[src/rtl/multicycle_seq.sv]
// Multicycle instruction sequencer: fetch/decode/exec/mem/writeback control
// with a bounded memory-wait timer, sticky error flags and a retire counter.
module multicycle_seq #(
    parameter int unsigned TIMEOUT = 15
) (
    input  logic        clk,
    input  logic        rst_n,
    input  logic [3:0]  instr_opcode,
    input  logic        mem_ack,
    output logic        mem_req,
    output logic        mem_we,
    output logic        mem_addr_sel,
    output logic        ir_write,
    output logic        pc_write,
    output logic        ctl_alusrc,
    output logic [4:0]  ctl_aluop,
    output logic        ctl_regdst,
    output logic        ctl_regwrite,
    output logic        ctl_memtoreg,
    output logic [2:0]  state,
    output logic        illegal,
    output logic        timeout,
    output logic [15:0] instr_count
);
    // state  | meaning
    // IDLE   | post-reset, strobes quiet, goes to FETCH
    // FETCH  | instruction read from PC, waits for mem_ack
    // DECODE | opcode checked and latched
    // EXEC   | ALU controls driven
    // MEM    | data access at ALU address (LW/SW), waits for mem_ack
    // WB     | register file write
    // HALT   | illegal opcode or memory timeout; exit only by reset
    localparam logic [2:0] S_IDLE   = 3'd0;
    localparam logic [2:0] S_FETCH  = 3'd1;
    localparam logic [2:0] S_DECODE = 3'd2;
    localparam logic [2:0] S_EXEC   = 3'd3;
    localparam logic [2:0] S_MEM    = 3'd4;
    localparam logic [2:0] S_WB     = 3'd5;
    localparam logic [2:0] S_HALT   = 3'd6;

    localparam logic [3:0] OP_ADD  = 4'b0000;
    localparam logic [3:0] OP_ADDI = 4'b0001;
    localparam logic [3:0] OP_SUB  = 4'b0010;
    localparam logic [3:0] OP_AND  = 4'b0011;
    localparam logic [3:0] OP_OR   = 4'b0100;
    localparam logic [3:0] OP_LW   = 4'b1000;
    localparam logic [3:0] OP_SW   = 4'b1001;
    localparam logic [3:0] OP_NOP  = 4'b1111;

    localparam logic [7:0] LP_TIMEOUT = 8'(TIMEOUT);

    logic [2:0]  r_state;
    logic [2:0]  w_next;
    logic [3:0]  r_op;
    logic [7:0]  r_wait;
    logic        r_illegal;
    logic        r_timeout;
    logic [15:0] r_count;

    logic        w_legal;
    logic        w_in_wait;
    logic        w_expire;
    logic        w_enter_wait;
    logic        w_retire;
    logic        w_mem_op;
    logic [4:0]  w_aluop;
    logic        w_alusrc;
    logic        w_regdst;
    logic        w_memtoreg;

    always_comb begin
        w_legal = 1'b0;
        case (instr_opcode)
            OP_ADD, OP_ADDI, OP_SUB, OP_AND, OP_OR,
            OP_LW, OP_SW, OP_NOP: w_legal = 1'b1;
            default:              w_legal = 1'b0;
        endcase
    end

    // Datapath controls come from the latched opcode so late opcode changes cannot leak in.
    always_comb begin
        w_aluop    = 5'b00000;
        w_alusrc   = 1'b0;
        w_regdst   = 1'b0;
        w_memtoreg = 1'b0;
        case (r_op)
            OP_ADD:  begin w_aluop = 5'b00010; w_regdst = 1'b1; end
            OP_ADDI: begin w_aluop = 5'b00010; w_alusrc = 1'b1; end
            OP_SUB:  begin w_aluop = 5'b01110; w_regdst = 1'b1; end
            OP_AND:  begin w_aluop = 5'b00000; w_regdst = 1'b1; end
            OP_OR:   begin w_aluop = 5'b00001; w_regdst = 1'b1; end
            OP_LW:   begin w_aluop = 5'b00010; w_alusrc = 1'b1; w_memtoreg = 1'b1; end
            OP_SW:   begin w_aluop = 5'b00010; w_alusrc = 1'b1; end
            default: ;
        endcase
    end

    assign w_mem_op  = (r_op == OP_LW) || (r_op == OP_SW);
    assign w_in_wait = (r_state == S_FETCH) || (r_state == S_MEM);
    // An ack in the terminal cycle still completes the access.
    assign w_expire  = w_in_wait && !mem_ack && (r_wait == LP_TIMEOUT);

    always_comb begin
        w_next = r_state;
        case (r_state)
            S_IDLE:   w_next = S_FETCH;
            S_FETCH:  if (mem_ack) w_next = S_DECODE;
                      else if (w_expire) w_next = S_HALT;
            S_DECODE: if (!w_legal) w_next = S_HALT;
                      else if (instr_opcode == OP_NOP) w_next = S_FETCH;
                      else w_next = S_EXEC;
            S_EXEC:   w_next = w_mem_op ? S_MEM : S_WB;
            S_MEM:    if (mem_ack) w_next = (r_op == OP_LW) ? S_WB : S_FETCH;
                      else if (w_expire) w_next = S_HALT;
            S_WB:     w_next = S_FETCH;
            S_HALT:   w_next = S_HALT;
            default:  w_next = S_HALT;
        endcase
    end

    assign w_enter_wait = ((w_next == S_FETCH) || (w_next == S_MEM)) && (w_next != r_state);
    assign w_retire = ((r_state == S_DECODE) && (instr_opcode == OP_NOP))
                    || ((r_state == S_MEM) && mem_ack && (r_op == OP_SW))
                    || (r_state == S_WB);

    always_ff @(posedge clk or negedge rst_n) begin
        if (!rst_n) begin
            r_state   <= S_IDLE;
            r_op      <= 4'b0000;
            r_wait    <= 8'd0;
            r_illegal <= 1'b0;
            r_timeout <= 1'b0;
            r_count   <= 16'd0;
        end else begin
            r_state <= w_next;
            if (r_state == S_DECODE) r_op <= instr_opcode;
            if (w_enter_wait) r_wait <= 8'd0;
            else if (w_in_wait && !mem_ack) r_wait <= r_wait + 8'd1;
            if ((r_state == S_DECODE) && !w_legal) r_illegal <= 1'b1;
            if (w_expire) r_timeout <= 1'b1;
            if (w_retire) r_count <= r_count + 16'd1;
        end
    end

    assign mem_req      = w_in_wait;
    assign mem_we       = (r_state == S_MEM) && (r_op == OP_SW);
    assign mem_addr_sel = (r_state == S_MEM);
    assign ir_write     = (r_state == S_FETCH) && mem_ack;
    assign pc_write     = (r_state == S_FETCH) && mem_ack;
    assign ctl_aluop    = ((r_state == S_EXEC) || (r_state == S_MEM) || (r_state == S_WB)) ? w_aluop : 5'b00000;
    assign ctl_alusrc   = ((r_state == S_EXEC) || (r_state == S_MEM) || (r_state == S_WB)) && w_alusrc;
    assign ctl_regwrite = (r_state == S_WB);
    assign ctl_regdst   = (r_state == S_WB) && w_regdst;
    assign ctl_memtoreg = (r_state == S_WB) && w_memtoreg;
    assign state        = r_state;
    assign illegal      = r_illegal;
    assign timeout      = r_timeout;
    assign instr_count  = r_count;

endmodule

[config.mk]
export PLATFORM = sky130hd
export DESIGN_NAME = multicycle_seq
export DESIGN_NICKNAME = d
export VERILOG_FILES = /design/src/rtl/multicycle_seq.sv
export SDC_FILE = /design/constraint.sdc
export NUM_CORES = 1
export LEC_CHECK = 0
export ABC_AREA = 1
export CAP_MARGIN = 0
export CORE_UTILIZATION = 45
export CTS_BUF_LIST = sky130_fd_sc_hd__clkbuf_16
export DETAILED_ROUTE_END_ITERATION = 10
export PLACE_DENSITY = 0.72
export SYNTH_ARGS = -nofsm -noshare
export SYNTH_HDL_FRONTEND = slang
export SYNTH_SLANG_ARGS = --single-unit
[constraint.sdc]
create_clock -name clk -period 3.75 [get_ports clk]
set_input_delay 1.125 -clock clk [delete_from_list [all_inputs] [get_ports clk]]
set_output_delay 1.125 -clock clk [all_outputs]
set_load 0.02 [all_outputs]
Yosys cells after proc, flatten, opt, wreduce, memory -nomap -nowiden:

Memory sizes are Yosys's and may differ from the RTL's.
Index checks and enable logic that the tools add are counted.

* register bits: 33
* ROM bits: 16
* bits of input ports: 7
* output and inout bits: 35
* logic and storage cells: 68
* memories kept: 1

Memories
* (name not given): words 16, bits a word 1, rd ports 1, clocked after memory_dff 0, write ports 0, RTL line 73 `case (instr_opcode)`

* add/sub/neg operators: 2
* equal/unequal tests: 16
* mux-type cells: 15
* reduce and logical (&&, ||, !) cells: 28

Operators with widths (number)
* 16-bit by 1-bit adder with 16-bit output (second input constant): 1
* 8-bit two-way mux: 2
* 3-bit two-way mux: 5
* 3-bit case mux with 5 select lines: 1
* 4-bit == test (second input constant): 3
* 1-bit logical AND: 12
* 4-bit case mux with 3 select lines: 1
* 3-bit == test (second input constant): 3
* 8-bit by 1-bit adder with 8-bit output (second input constant): 1
* 4-bit by 2-bit == test with 1-bit output (second input constant): 2
* 8-bit by 4-bit == test with 1-bit output (second input constant): 1
* 4-bit OR reduction: 2
* 1-bit logical OR: 7
* 3-bit by 1-bit == test with 1-bit output (second input constant): 2
* 3-bit by 2-bit == test with 1-bit output (second input constant): 2
* 5-bit two-way mux: 1
* 4-bit by 1-bit == test with 1-bit output (second input constant): 1
* 4-bit by 3-bit == test with 1-bit output (second input constant): 1
* 4-bit logical NOT: 1
* 1-bit two-way mux: 4
* 3-bit logical NOT: 1
* 3-bit != test: 1
* 3-bit OR reduction: 1
* 1-bit logical NOT: 2
* other kinds (3): 3

Depth between registers and ports, before layout:

* depth after elaboration: 11
* depth in mapped cells: 12
* depth with buffers taken out: 12

Worst setup path before layout:

OpenSTA, ideal clock, no wires.

* kind: input-to-output
* start point: in mem_ack
* end point: out pc_write
* data arrival time: 1.760 ns
* data required time: 2.625 ns
* slack: 0.865 ns
* stages on the path: 3
* buffers on the path: 1
* cell sequence: inv_1 nor2_1 buf_4

* word-level cells in the longest chain between the ends: 1

Ends and longest elaborated chain
* start, declared: RTL line 9 `input logic mem_ack,`
* 1-bit logical AND
* end, declared: RTL line 14 `output logic pc_write,`

No other way between the ends.

Worst setup path in the final report:

* start point: in mem_ack
* end point: out ir_write

* word-level cells in the longest chain between the ends: 1

Ends and longest elaborated chain
* 1-bit logical AND: RTL line 148 `assign ir_write = (r_state == S_FETCH) && mem_ack;`
* end, declared: RTL line 13 `output logic ir_write,`

No other way between the ends.

==> run summary <==
DR iter-0 viols - 84
# hold bufs at CTS - 0
Final setup viols - 0
Worst Skew - 0.003975 ns
area of the multi-input gates - 979.7 sq um
Final Hold Vio Count - 0
Area contributors post-synth - dfrtp_1, nand2_1, inv_1
Post-Syn Area - 0.001996 sq mm
Clock Power Share - 50.3%
CP max FO - 4
clock transition at the registers of the reported paths - 0.05 ns
Initial Util - 48.49%
final period utilization - 97.28%
FF-to-FF setup slack - 2.04 ns
clock sink total - 33
routed vias - 1657
Antenna Cells - 0
first-pass GRT wire length - 6665 microns
largest area contributor in the netlist - dfrtp_1
Sequential cell area - 825.8 sq um
Root Buffer - clkbuf_16
top post-synthesis cells by count - nand2_1, inv_1, dfrtp_1
path type of the worst setup path - input pin to primary output
critical path startpoint category - input pin
P&R area growth vs syn - 29.72%
Remaining DRCs - 0
die area - 0.004705 sq mm
hold path endpoint - timeout$_DFFE_PN0P_
Comb power frac - 2.7%
Int Pwr - 0.0006042 W
vias in the first global route - 1539
sequential share of power - 47.0%
reg2reg path depth - 12
Arr. time, crit path - 2.52 ns
Pwr Density - 293.0 mW/mm^2
CTS tree - yes
total of cells resized after clock tree synthesis - 0
worst vdd ir - 217.0 uV
CP endpoint kind - primary output
sum of negative setup slack - 0 ns
io pins - 42
Hold Startpoint - timeout$_DFFE_PN0P_
HPWL after DPL - 2869 microns
share of cells above drive strength 1 - 13.56%
GPL Wtd Cong - 0.8000
initial antenna violation count - 0
Synth Warn # - 0
Sw Ratio - 20.33%
Post-synth ARST share - 100.0%
drt via density - 4.803
number of nets still failing antenna checks after routing - 0
Hold Path Class - flop to flop
total congestion overflow - 0
RR Endpoint - r_wait[1]$_DFFE_PN0P_
Final Core Density - 62.91%
Sw Pwr - 0.0001542 W
RSZ-0062 raised after global routing - no
filler instances - 374
Cell variety after synth - 31
minimum clock period after layout - 3.648 ns
worst skew pair latency - 0.28 ns
Nets - 303
H-Tree Depth - 2
Die W - 68.60 microns
wirelength, routed - 3832 microns
status - finished clean
reg-to-reg startpoint - state[0]$_DFF_PN0_
Core ar. - 0.004115 sq mm
sequential-to-total area share from yosys stat - 41.38%
Die Ht - 68.60 microns
global-route usage over all layers - 19.48%
CP Data Required Time - 2.62 ns
top-count cell post-synth - nand2_1
Leak - 1.360 nW
Clock Path Buffers - 2
Hold Path Depth - 1
# rows - 23
Synth Net Count - 257
Max Fclk - 274.1 MHz
IO buf count - 40
area share of the largest cell type after synthesis - 41.38%
number of flops mapped to enable cells by yosys - 0
number of synthesized register bits - 33
routed len/inst - 11.11 microns
Max Transition Viols Final - 0
Num CTS Buffers - 5
drt first pass iters - 4
number of setup buffers added after CTS - 0
# Max-Cap Violations - 0
Mapped Cells - 248
syn avg cell area - 8.047 sq um
Synth Flop Type - dfrtp_1
largest net degree at the start of global routing - 34
[cells by family after synthesis]
| family | after synthesis | synth area share [%] |
|---|---|---|
| AND/OR/NAND/NOR | 128 | 33.29 |
| adder cells (fa/ha/maj) | 2 | 1.254 |
| XOR/XNOR | 21 | 9.216 |
| buffers and inverters | 47 | 9.530 |
| multiplexers | 1 | 0.5642 |
| AO/OA/AOI/OAI | 15 | 4.577 |
| other | 1 | 0.1879 |
| flip-flops | 33 | 41.38 |
[how the worst max path moves through the flow]
stage	start	end	cells past startpoint
after floorplan	mem_ack	pc_write	3
after global placement	mem_ack	pc_write	4
after detailed placement	mem_ack	ir_write	4
after CTS	mem_ack	ir_write	4
after global routing	mem_ack	pc_write	4
final	mem_ack	ir_write	4
[metrics by stage]
step	hold slack, ns	total power [W]	setup slack, ns	instances	area, sq um
final	0.4677	0.0007584	0.1020	345	2589
after global routing	0.4928	0.0007890	0.02278	345	2589
after CTS	0.4701	0.0007667	0.09534	345	2589
after detailed placement	0.4577	0.0003840	0.1023	337	2451
after global placement	0.4473	0.0003839	0.1605	337	2451
after floorplan	0.5146	0.0003677	0.8650	248	1996
[per-layer routing]
metal  global-route usage [%]  vias up  share of wire [%]
met2                    31.99       45                 44
met1                    24.20      742                 48
met4                    7.292        0                1.6
met5                        0        -                  0
met3                    5.428        6                5.6
li1                         -      864                  -
[worst max-delay path, stage by stage]
cell and delay [ns]:
clkdlybuf4s50_1 0.48, inv_1 0.08, nor2_1 0.19, clkdlybuf4s50_1 0.64
[power groups by stage]
stage	Clock, W	Sequential, W	Combinational, W
after floorplan	0	0.000363	0.00000501
after global placement	0	0.000363	0.0000213
after detailed placement	0	0.000363	0.0000215
after CTS	0.000389	0.000356	0.0000214
after global routing	0.000409	0.000356	0.0000237
final	0.000381	0.000357	0.0000207
[sequential cells by signal, indices dropped and copies added (netlist names)]
signal,count
r_wait,8
instr_count,16
r_op,4
timeout,1
illegal,1
state,3
[placed cells by master (no fill, tap or decap), types with 2 or more instances in the layout]
master and n:
buf_4 2, nand4_1 7, clkinv_1 3, xor2_1 15, o21ai_0 9, nand3_2 4, clkbuf_16 5, nand2_2 5
xnor2_1 6, nor3_1 5, inv_2 6, clkdlybuf4s50_1 40, inv_1 36, nand3_1 14, nor3_2 2, nor2_4 3
dfrtp_1 33, nor2_2 2, nand2_4 4, ha_1 2, nor2_1 21, nand2_1 57, a21oi_1 3
[layout make-up]
class,instances,area share (%)
multi-input cells,168,37.84
flip-flops and latches,33,31.90
repair buffers,42,16.05
inverters,44,6.477
clock buffers,5,4.833
well taps,50,2.417
clock inverters,3,0.4833
(Power assumes the default switching activity.)
==> RTL edit (same flow settings) <==
Put one more register stage on the output `instr_count`. The value now appears one clock later. The other outputs are not delayed to match.
--- a/src/rtl/multicycle_seq.sv
+++ b/src/rtl/multicycle_seq.sv
@@ -156,5 +156,7 @@
     assign illegal      = r_illegal;
     assign timeout      = r_timeout;
-    assign instr_count  = r_count;
+    always_ff @(posedge clk) begin
+        instr_count <= r_count;
+    end
 
 endmodule
Formal check against the unedited RTL: not equivalent (Yosys sat finds a counterexample within 4 cycles, from zero or initial values and one cycle with rst_n low).
==> RTL edit against the unedited design <==
Routed wire length up 8.2%. Synthesized area is 13% higher. Cell area rose by 11%. Sequential cell count rose by 16. Worst setup slack improved by 26 ps. Total power is 27% higher. Critical path depth did not move. Clock skew grew 0.72 ps. Synthesized cell count rose by 8.9%. Critical endpoint unchanged.
==> RTL edit: results <==
export IMPL_wl_met1_um=1900
export IMPL_cp_max_fo=4
export IMPL_diodes=0
export IMPL_met1_usage_pct=22.3
export IMPL_synth_xor_area_share_pct=8.12
export IMPL_synth_mux_area_fraction_pct=0.994
export IMPL_routedWlPerCell_um=10.8
export IMPL_p_leak_nw=1.46
export IMPL_gp_congestion=0.842
export IMPL_status="finished clean"
export IMPL_drive_above_1_share_pct=8.20
export IMPL_ys_seq_area_share_pct=50.6
export IMPL_worstPathArrival_ps=2500
export IMPL_min_from="r_count[15]"
export IMPL_wl_um=4150
export IMPL_antenna_found_initial=0
export IMPL_p_sw_w=0.000188
export IMPL_clkTransAtPathRegs_ps=60
export IMPL_place_ws_ps=114
export IMPL_synth_main_ff_cell="dfrtp_1"
export IMPL_cts_path_max_buffers=2
export IMPL_async_flop_share_pct=67.3
export IMPL_grt_pass1_vias=1640
export IMPL_synth_warnings=0
export IMPL_dr_wl_met2_um=2030
export IMPL_grt_pass1_wl_um=7170
export IMPL_drt_iter0_markers=93
export IMPL_num_nets_final=325
export IMPL_synth_fa_ha_area_share_pct=1.10
export IMPL_post_place_cells=376
export IMPL_postSynthCellCount=270
export IMPL_ys_types=25
export IMPL_clock_skew_ps=4.70
export IMPL_grt_util_met3_pct=4.14
export IMPL_dp_hpwl_um=3030
export IMPL_synth_compound_area_share_pct=3.70
export IMPL_synth_commonest_cells="nand2_1, inv_1, dfrtp_1"
export IMPL_vias_per_cell=4.60
export IMPL_placed_cell_area_um2=2740
export IMPL_met3_length_um=158
export IMPL_grt_met2_usage_pct=29.4
export IMPL_yosys_top_cells_area="dfrtp_1, dfxtp_1, nand2_1"
export IMPL_peakVddDrop_uv=186
export IMPL_gr_usage_all_layers_pct=17.5
export IMPL_worst_slack_ps=128
export IMPL_whs_ps=391
export IMPL_reg2reg_from="state[0]"
export IMPL_syn_num_nets=279
export IMPL_r2r_slack_ps=1960
-- RTL edit: worst paths after layout --
kind	end	depth (start not counted)
max	ir_write	4
min	instr_count[15]	0
max reg2reg	r_wait[2]	12
min reg2reg	instr_count[15]	0
max in group asynchronous	r_count[0]	2
min in group asynchronous	r_wait[0]	2
-- RTL edit: area by class of cell --
| class | instances | area [µm²] |
|---|---|---|
| multi-input combinational | 174 | 931 |
| clock inverter | 3 | 15.0 |
| fill | 443 | 1900 |
| sequential | 49 | 1150 |
| inverter | 44 | 165 |
| timing repair buffer | 42 | 418 |
| tap | 67 | 83.8 |
| clock buffer | 5 | 125 |
-- RTL edit: power groups by stage --
stage	clock, W	sequential [W]	combinational (W)
3_3_place_gp	0	0.000536	0.0000210
3_5_place_dp	0	0.000536	0.0000214
2_1_floorplan	0	0.000536	0.00000468
6_report	0.000418	0.000526	0.0000207
4_1_cts	0.000431	0.000526	0.0000214
5_1_grt	0.000451	0.000525	0.0000236
